<file path="config.mk">
export PLATFORM = sky130hd
export DESIGN_NAME = div_exec_unit
export DESIGN_NICKNAME = d
export VERILOG_FILES = /design/src/rtl/div_exec_unit_pkg.sv /design/src/rtl/div_core_step.sv /design/src/rtl/div_exec_unit.sv
export SDC_FILE = /design/constraint.sdc
export NUM_CORES = 1
export LEC_CHECK = 0
export ABC_AREA = 1
export BUFFER_PORTS_ARGS = -buffer_cell sky130_fd_sc_hd__buf_2
export CAP_MARGIN = 10
export CORE_AREA = 2 2 169 253
export DETAILED_ROUTE_END_ITERATION = 10
export DIE_AREA = 0 0 171 255
export SETUP_SLACK_MARGIN = 0.05
export SLEW_MARGIN = 20
export SYNTH_ARGS = -nofsm -noshare
export SYNTH_HDL_FRONTEND = slang
export SYNTH_SLANG_ARGS = --single-unit
</file>
<file path="constraint.sdc">
create_clock -name clk -period 5.1 [get_ports clk]
set_input_delay 0.51 -clock clk [delete_from_list [all_inputs] [get_ports clk]]
set_output_delay 0.51 -clock clk [all_outputs]
set_load 0.05 [all_outputs]
</file>
<file path="src/rtl/div_exec_unit_pkg.sv">
// rtl/div_exec_unit_pkg.sv - shared types and widths for the iterative divider
package div_exec_unit_pkg;

    localparam int XLEN      = 32;
    localparam int ROB_IDX_W = 5;
    localparam int PREG_W    = 6;
    localparam int CNT_W     = $clog2(XLEN + 1);

    typedef enum logic [1:0] {
        OP_DIV  = 2'b00,
        OP_DIVU = 2'b01,
        OP_REM  = 2'b10,
        OP_REMU = 2'b11
    } div_op_t;

    typedef enum logic [1:0] {
        IDLE = 2'd0,
        CALC = 2'd1,
        DONE = 2'd2
    } div_state_t;

    typedef struct packed {
        logic                 valid;
        logic [PREG_W-1:0]    preg;
        logic [ROB_IDX_W-1:0] rob_id;
        logic [XLEN-1:0]      value;
    } cdb_t;

    function automatic logic [XLEN-1:0] twos_neg(input logic [XLEN-1:0] v);
        return ~v + {{(XLEN-1){1'b0}}, 1'b1};
    endfunction

endpackage

</file>
<file path="src/rtl/div_core_step.sv">
// rtl/div_core_step.sv - one combinational restoring-division step
//
// Ports:
//   rem_in   partial remainder before the step
//   quo_in   dividend/quotient shift register before the step
//   divisor  unsigned divisor magnitude
//   rem_out  partial remainder after the step
//   quo_out  shift register after the step (new quotient bit in bit 0)
module div_core_step
    import div_exec_unit_pkg::*;
(
    input  logic [XLEN-1:0] rem_in,
    input  logic [XLEN-1:0] quo_in,
    input  logic [XLEN-1:0] divisor,
    output logic [XLEN-1:0] rem_out,
    output logic [XLEN-1:0] quo_out
);

    logic [XLEN:0]   trial;
    logic [XLEN-1:0] shifted_lo;

    // The partial remainder is always below the divisor, so shifting in one
    // dividend bit needs XLEN+1 bits before the subtract.
    always_comb begin
        trial      = {rem_in, quo_in[XLEN-1]} - {1'b0, divisor};
        shifted_lo = {rem_in[XLEN-2:0], quo_in[XLEN-1]};
        rem_out    = trial[XLEN] ? shifted_lo : trial[XLEN-1:0];
        quo_out    = {quo_in[XLEN-2:0], ~trial[XLEN]};
    end

endmodule

</file>
<file path="src/rtl/div_exec_unit.sv">
// rtl/div_exec_unit.sv - radix-2 iterative RV32M DIV/DIVU/REM/REMU execution unit
//
// Ports:
//   clk, rst             clock, synchronous active-high reset
//   flush                kills any in-flight op; no accept in the flush cycle
//   in_valid / in_ready  issue handshake with the reservation station
//   in_op                00 DIV, 01 DIVU, 10 REM, 11 REMU
//   in_rs1_val           dividend
//   in_rs2_val           divisor
//   in_pd, in_rob_id     destination preg and ROB tag, echoed on the CDB
//   cdb_req / cdb_grant  CDB arbitration handshake
//   cdb_out              broadcast payload, valid = cdb_req && cdb_grant
//   busy                 state != IDLE
module div_exec_unit
    import div_exec_unit_pkg::*;
(
    input  logic                 clk,
    input  logic                 rst,
    input  logic                 flush,
    input  logic                 in_valid,
    output logic                 in_ready,
    input  logic [1:0]           in_op,
    input  logic [XLEN-1:0]      in_rs1_val,
    input  logic [XLEN-1:0]      in_rs2_val,
    input  logic [PREG_W-1:0]    in_pd,
    input  logic [ROB_IDX_W-1:0] in_rob_id,
    output logic                 cdb_req,
    input  logic                 cdb_grant,
    output cdb_t                 cdb_out,
    output logic                 busy
);

    localparam logic [XLEN-1:0] INT_MIN = {1'b1, {(XLEN-1){1'b0}}};

    div_state_t state_q, state_d;

    logic [CNT_W-1:0]     counter_q;
    logic [XLEN-1:0]      rem_q, quo_q, dsr_q, result_q;
    logic                 neg_quo_q, neg_rem_q, is_rem_q;
    logic [PREG_W-1:0]    pd_q;
    logic [ROB_IDX_W-1:0] rob_q;

    // Issue-side decode of the incoming operands.
    logic            accept;
    logic            op_signed, op_rem;
    logic            neg1, neg2;
    logic [XLEN-1:0] abs1, abs2;
    logic            div_zero, sgn_ovf, special;
    logic [XLEN-1:0] special_val;

    always_comb begin
        op_signed   = (in_op == OP_DIV) || (in_op == OP_REM);
        op_rem      = in_op[1];
        neg1        = op_signed && in_rs1_val[XLEN-1];
        neg2        = op_signed && in_rs2_val[XLEN-1];
        // twos_neg(INT_MIN) == INT_MIN, which read as unsigned is 2^(XLEN-1).
        abs1        = neg1 ? twos_neg(in_rs1_val) : in_rs1_val;
        abs2        = neg2 ? twos_neg(in_rs2_val) : in_rs2_val;
        div_zero    = (in_rs2_val == '0);
        sgn_ovf     = op_signed && (in_rs1_val == INT_MIN) && (in_rs2_val == '1);
        special     = div_zero || sgn_ovf;
        if (div_zero) begin
            special_val = op_rem ? in_rs1_val : '1;
        end else begin
            special_val = op_rem ? '0 : INT_MIN;
        end
    end

    logic [XLEN-1:0] step_rem, step_quo;
    logic [XLEN-1:0] final_val;

    div_core_step u_step (
        .rem_in  (rem_q),
        .quo_in  (quo_q),
        .divisor (dsr_q),
        .rem_out (step_rem),
        .quo_out (step_quo)
    );

    always_comb begin
        if (is_rem_q) begin
            final_val = neg_rem_q ? twos_neg(step_rem) : step_rem;
        end else begin
            final_val = neg_quo_q ? twos_neg(step_quo) : step_quo;
        end
    end

    // State register
    always_ff @(posedge clk) begin
        if (rst) begin
            state_q <= IDLE;
        end else begin
            state_q <= state_d;
        end
    end

    // Next-state logic
    always_comb begin
        state_d = state_q;
        if (flush) begin
            state_d = IDLE;
        end else begin
            case (state_q)
                IDLE: begin
                    if (accept) state_d = special ? DONE : CALC;
                end
                CALC: begin
                    if (counter_q == CNT_W'(1)) state_d = DONE;
                end
                DONE: begin
                    if (cdb_grant) begin
                        if (accept) state_d = special ? DONE : CALC;
                        else        state_d = IDLE;
                    end
                end
                default: state_d = IDLE;
            endcase
        end
    end

    // Outputs; a granted DONE cycle frees the unit for a same-cycle issue.
    always_comb begin
        in_ready       = (state_q == IDLE) || ((state_q == DONE) && cdb_grant);
        cdb_req        = (state_q == DONE) && !flush;
        busy           = (state_q != IDLE);
        accept         = in_valid && in_ready && !flush;
        cdb_out.valid  = cdb_req && cdb_grant;
        cdb_out.preg   = pd_q;
        cdb_out.rob_id = rob_q;
        cdb_out.value  = result_q;
    end

    // Datapath and held payload
    always_ff @(posedge clk) begin
        if (rst) begin
            counter_q <= '0;
            rem_q     <= '0;
            quo_q     <= '0;
            dsr_q     <= '0;
            result_q  <= '0;
            neg_quo_q <= 1'b0;
            neg_rem_q <= 1'b0;
            is_rem_q  <= 1'b0;
            pd_q      <= '0;
            rob_q     <= '0;
        end else if (accept) begin
            pd_q      <= in_pd;
            rob_q     <= in_rob_id;
            is_rem_q  <= op_rem;
            neg_quo_q <= neg1 ^ neg2;
            neg_rem_q <= neg1;
            dsr_q     <= abs2;
            quo_q     <= abs1;
            rem_q     <= '0;
            counter_q <= special ? '0 : CNT_W'(XLEN);
            if (special) result_q <= special_val;
        end else if ((state_q == CALC) && !flush) begin
            rem_q     <= step_rem;
            quo_q     <= step_quo;
            counter_q <= counter_q - CNT_W'(1);
            if (counter_q == CNT_W'(1)) result_q <= final_val;
        end
    end

endmodule

</file>
==> summary by stage <==
Global routing
The initial antenna violation count is 0. The maximum number of pins on one net before global-route repair is 92. The wire length of the first global-routing pass is 81130 um. Global routing used 24.40% of the available tracks.

The via count of the first global-routing pass is 14499. The aggregate global routing overflow is 0.

Logic synthesis
The post-synthesis cell type count is 62. The most used flip-flop cell after synthesis is sky130_fd_sc_hd__dfxtp_1. The average size of a mapped cell is 5.813 um^2.

The share of the Yosys chip area taken by registers is 22.90%. In this run the cell area of the synthesized design comes to 0.01312 mm^2. The proportion of synthesized flip-flops having asynchronous set or reset is 0%. The number of warning messages in the yosys log is 0. The number of synthesized flops with an enable pin is 0.

Synthesis produced a netlist with a net count of 2378. Synthesis produced 2256 cells. The post-synthesis sequential element count is 150.

Die
The count of boundary I/O pins is 129. The core region is 0.04167 mm^2. The die covers 0.04361 mm^2. Once the floorplan was initialized, standard cells occupied 31.47% of the core. The height of the die is 255 um. The standard-cell row count is 92.

The die width is 171 um.

Worst setup path
The capture point of the worst reg-to-reg path is result_q[26]. Data arrives at the worst endpoint at 4.74 ns. The type of origin of the critical path is a flip-flop. The worst reg2reg path startpoint is quo_q[31]. Counting cells, the worst reg-to-reg path comes to 30. The highest net fanout along the worst path is 15. Among the stages of the critical path, the cell type that occurs most often is sky130_fd_sc_hd__nand2_1. The required time at the worst-slack endpoint is 5.45 ns. Among all stages on the critical path, the largest delay is contributed by sky130_fd_sc_hd__fa_1. In this run the register-to-register setup slack is 0.70 ns. The worst setup path is captured at a flip-flop.

The kind of critical path is flip-flop to flip-flop. On the worst path, the slowest cell contributes a delay of 0.42 ns.

CTS
The clock passes through at most 2 buffers. The H-tree generated during clock tree synthesis spans 4 levels. The number of buffers inserted by post-CTS setup repair is 0. Gates resized during post-CTS repair numbered 0. CTS saw 150 sinks.

The source-to-sink clock delay at the later pin of the worst-skew pair is 0.46 ns. The number of hold buffers added after CTS was 0. TritonCTS built the clock tree. In this run the clock root is driven by a sky130_fd_sc_hd__clkbuf_16. The clock transition at the registers of the reported paths is 0.08 ns. The total clock buffers created by CTS is 17.

Timing
The worst path needs 4.397 ns of the cycle, external delays included. Setup violations remaining at the end of the flow were counted as 0. The worst setup skew after layout is 0.01717 ns. The number of endpoints with negative hold slack in the final report is 0.

The post-route fraction of the period consumed by the critical path is 86.23%. The number of slew-limit violations in the final report was 0. The maximum achievable frequency is 0.2274 GHz. The transition time at the pin with the least slew margin is 1.045 ns. Setup repair after global routing left no endpoint under its margin.

The worst slew margin relative to its limit is 30.26%. The summed negative setup slack over all endpoints is 0 ns.

Power
In this run, flip-flops and latches consume 29.6% of the power. Power comes to 4.320 mW. The part of the power in the clock network is 31.4%. For this design the ratio of total power to cell area is 292.1 mW/mm^2. The static power due to leakage is 7.465 nW. The peak ir drop on the vdd network is 0.0002414 V. Combinational logic is responsible for 39.0% of the overall power.

For this design the total switching power over the nets is 1.902 mW. The internal power is 2.417 mW. Of the total power, the share spent switching nets is 44.04%.

Layout
The multi-input logic area is 0.008404 mm^2. At the end of the flow, the number of nets in the layout was 2459. In the layout the commonest cells are 684 x sky130_fd_sc_hd__nand2_1, 329 x sky130_fd_sc_hd__inv_1, 184 x sky130_fd_sc_hd__nor2_1. Compared with the post-synthesis result, the final layout area differs by 12.76%. Counting the fill cells in the layout gives 4759. The utilization of the core after routing is 35.49%. The antenna diode count is 0. The most common cell after layout, fill and taps aside is sky130_fd_sc_hd__nand2_1. The share of post-route cells with drive strength above 1 is 11.40%. In the final layout, flip-flops and latches occupy 0.003003 mm^2.

Outcome
The flow ran to the end, and the final reports show no timing, DRC or antenna violations.

Worst hold path
The origin of the worst min-delay path is in_pd[5]. The path with the worst hold slack has its endpoint at pd_q[5]. The worst hold path was traced through 3 stages. The path type of the worst min-delay path is input port to flip-flop.

Detailed routing
The count of unresolved DRC violations after routing is 0. The first detailed-routing pass ran for 6 iterations. The detailed router finished its first iteration with 1124 violations.

In this run the remaining antenna-violating nets after routing total 0. The total number of vias is 14842. The ratio of routed vias to standard cells is 5.093. The routed wire length is 52600 um. The routed length per placed instance is 18.05 um.

Placed design
The count of buffers from port buffering is 128. Detailed placement finished with a half-perimeter wire length of 41830 um. The placer's final routability congestion estimate is 0.9695.

Flow run
Across the run, the number of max-cap violations was 0.
## critical path: cells and delay by family, from the launching register on
family / cells / cell delay [ns]
buf+inv: 5 / 0.37
fa+ha+maj: 3 / 0.72
compound gates: 1 / 0.07
flops: 1 / 0.32
simple gates: 21 / 2.80
## power groups by stage
stage	Combinational (mW)	Sequential, mW	Clock [mW]
after floorplan	1.12	1.35	0
after global placement	1.66	1.30	0
after detailed placement	1.66	1.30	0
after CTS	1.67	1.28	1.37
after global routing	1.85	1.29	1.41
final	1.69	1.28	1.35
## per-stage QoR
| step | cells | worst slack, ns | cell area, um^2 | hold slack (ns) |
|---|---|---|---|---|
| final | 2914 | 0.7025 | 14790 | 0.2859 |
| after global placement | 2882 | 0.8070 | 14170 | 0.4485 |
| after CTS | 2914 | 0.7566 | 14790 | 0.2727 |
| after floorplan | 2256 | 1.135 | 13120 | 0.4526 |
| after detailed placement | 2882 | 0.7949 | 14170 | 0.4542 |
| after global routing | 2914 | 0.1806 | 14790 | 0.2875 |
## state kept, by name (all words and copies together), names as in the netlist
register and count:
dsr_q 32, result_q 32, is_rem_q 1, state_q 2, rem_q 32, neg_rem_q 1, counter_q 6, rob_q 5
pd_q 6, quo_q 32, neg_quo_q 1
## cells in the mapped netlist (2+ instances only)
cell	count	share of area (%)
sky130_fd_sc_hd__nand2_2	23	1.1
sky130_fd_sc_hd__buf_6	5	0.43
sky130_fd_sc_hd__buf_4	8	0.46
sky130_fd_sc_hd__nand2_1	685	20
sky130_fd_sc_hd__o22ai_1	4	0.19
sky130_fd_sc_hd__nand4_1	22	1.0
sky130_fd_sc_hd__a21oi_2	2	0.13
sky130_fd_sc_hd__xnor2_1	14	0.93
sky130_fd_sc_hd__a31oi_1	36	1.7
sky130_fd_sc_hd__o211ai_1	12	0.69
sky130_fd_sc_hd__inv_1	330	9.4
sky130_fd_sc_hd__xor2_1	41	2.7
sky130_fd_sc_hd__clkinv_1	3	0.086
sky130_fd_sc_hd__clkbuf_1	47	1.3
sky130_fd_sc_hd__a21oi_1	169	6.4
sky130_fd_sc_hd__nand2_4	11	0.94
sky130_fd_sc_hd__a21o_1	2	0.11
sky130_fd_sc_hd__nand3_4	3	0.40
sky130_fd_sc_hd__or2_2	8	0.38
sky130_fd_sc_hd__dlygate4sd1_1	2	0.13
sky130_fd_sc_hd__ha_1	39	3.7
sky130_fd_sc_hd__o21ai_2	2	0.13
sky130_fd_sc_hd__nor2_2	8	0.38
sky130_fd_sc_hd__nor3_2	3	0.23
sky130_fd_sc_hd__buf_1	11	0.31
sky130_fd_sc_hd__o21ai_0	151	5.8
sky130_fd_sc_hd__o31ai_1	8	0.46
sky130_fd_sc_hd__nor3b_1	2	0.11
sky130_fd_sc_hd__inv_2	6	0.17
sky130_fd_sc_hd__nand3_1	149	5.7
sky130_fd_sc_hd__o2111ai_1	4	0.27
sky130_fd_sc_hd__and2_1	3	0.14
sky130_fd_sc_hd__nand3b_1	6	0.34
sky130_fd_sc_hd__nand3_2	3	0.23
sky130_fd_sc_hd__nor2_4	7	0.60
sky130_fd_sc_hd__o21ai_1	12	0.46
sky130_fd_sc_hd__o21bai_1	4	0.23
sky130_fd_sc_hd__nor4_1	6	0.29
sky130_fd_sc_hd__o221ai_1	13	0.87
sky130_fd_sc_hd__nor3_1	29	1.1
sky130_fd_sc_hd__nor2_1	185	5.3
sky130_fd_sc_hd__buf_2	9	0.34
sky130_fd_sc_hd__dfxtp_1	150	23
## final cells by class
type | count | area share (%)
Multi-Input combinational cell | 1681 | 56.83
Sequential cell | 150 | 20.30
Inverter | 340 | 8.646
Timing Repair Buffer | 147 | 5.296
Tap cell | 564 | 4.772
Clock buffer | 18 | 2.970
Clock inverter | 14 | 1.184
## worst max-delay path by stage
stage               startpoint            to  depth (start not counted)
finish               quo_q[31]  result_q[26]                         30
global route         quo_q[31]  result_q[30]                         29
CTS                  quo_q[31]  result_q[26]                         30
detailed placement   quo_q[31]  result_q[26]                         30
global placement     quo_q[31]  result_q[26]                         30
floorplan            quo_q[31]  result_q[26]                         32
## metal layers
metal	routed length, um	vias to the layer above	track usage [%]
met5	0	-	0
met4	2976	0	13.39
met3	2072	101	2.319
met2	27820	451	46.76
met1	19730	6886	25.86
li1	-	7404	-
## cells by family after synthesis
group | share of synthesized area [%]
and+or+nand+nor | 38.47
adders and majority gates | 3.873
AOI/OAI and AO/OA | 17.99
DFF | 22.90
buffers and inverters | 13.10
xor gates and xnor gates | 3.673
(Power assumes the default switching activity.)
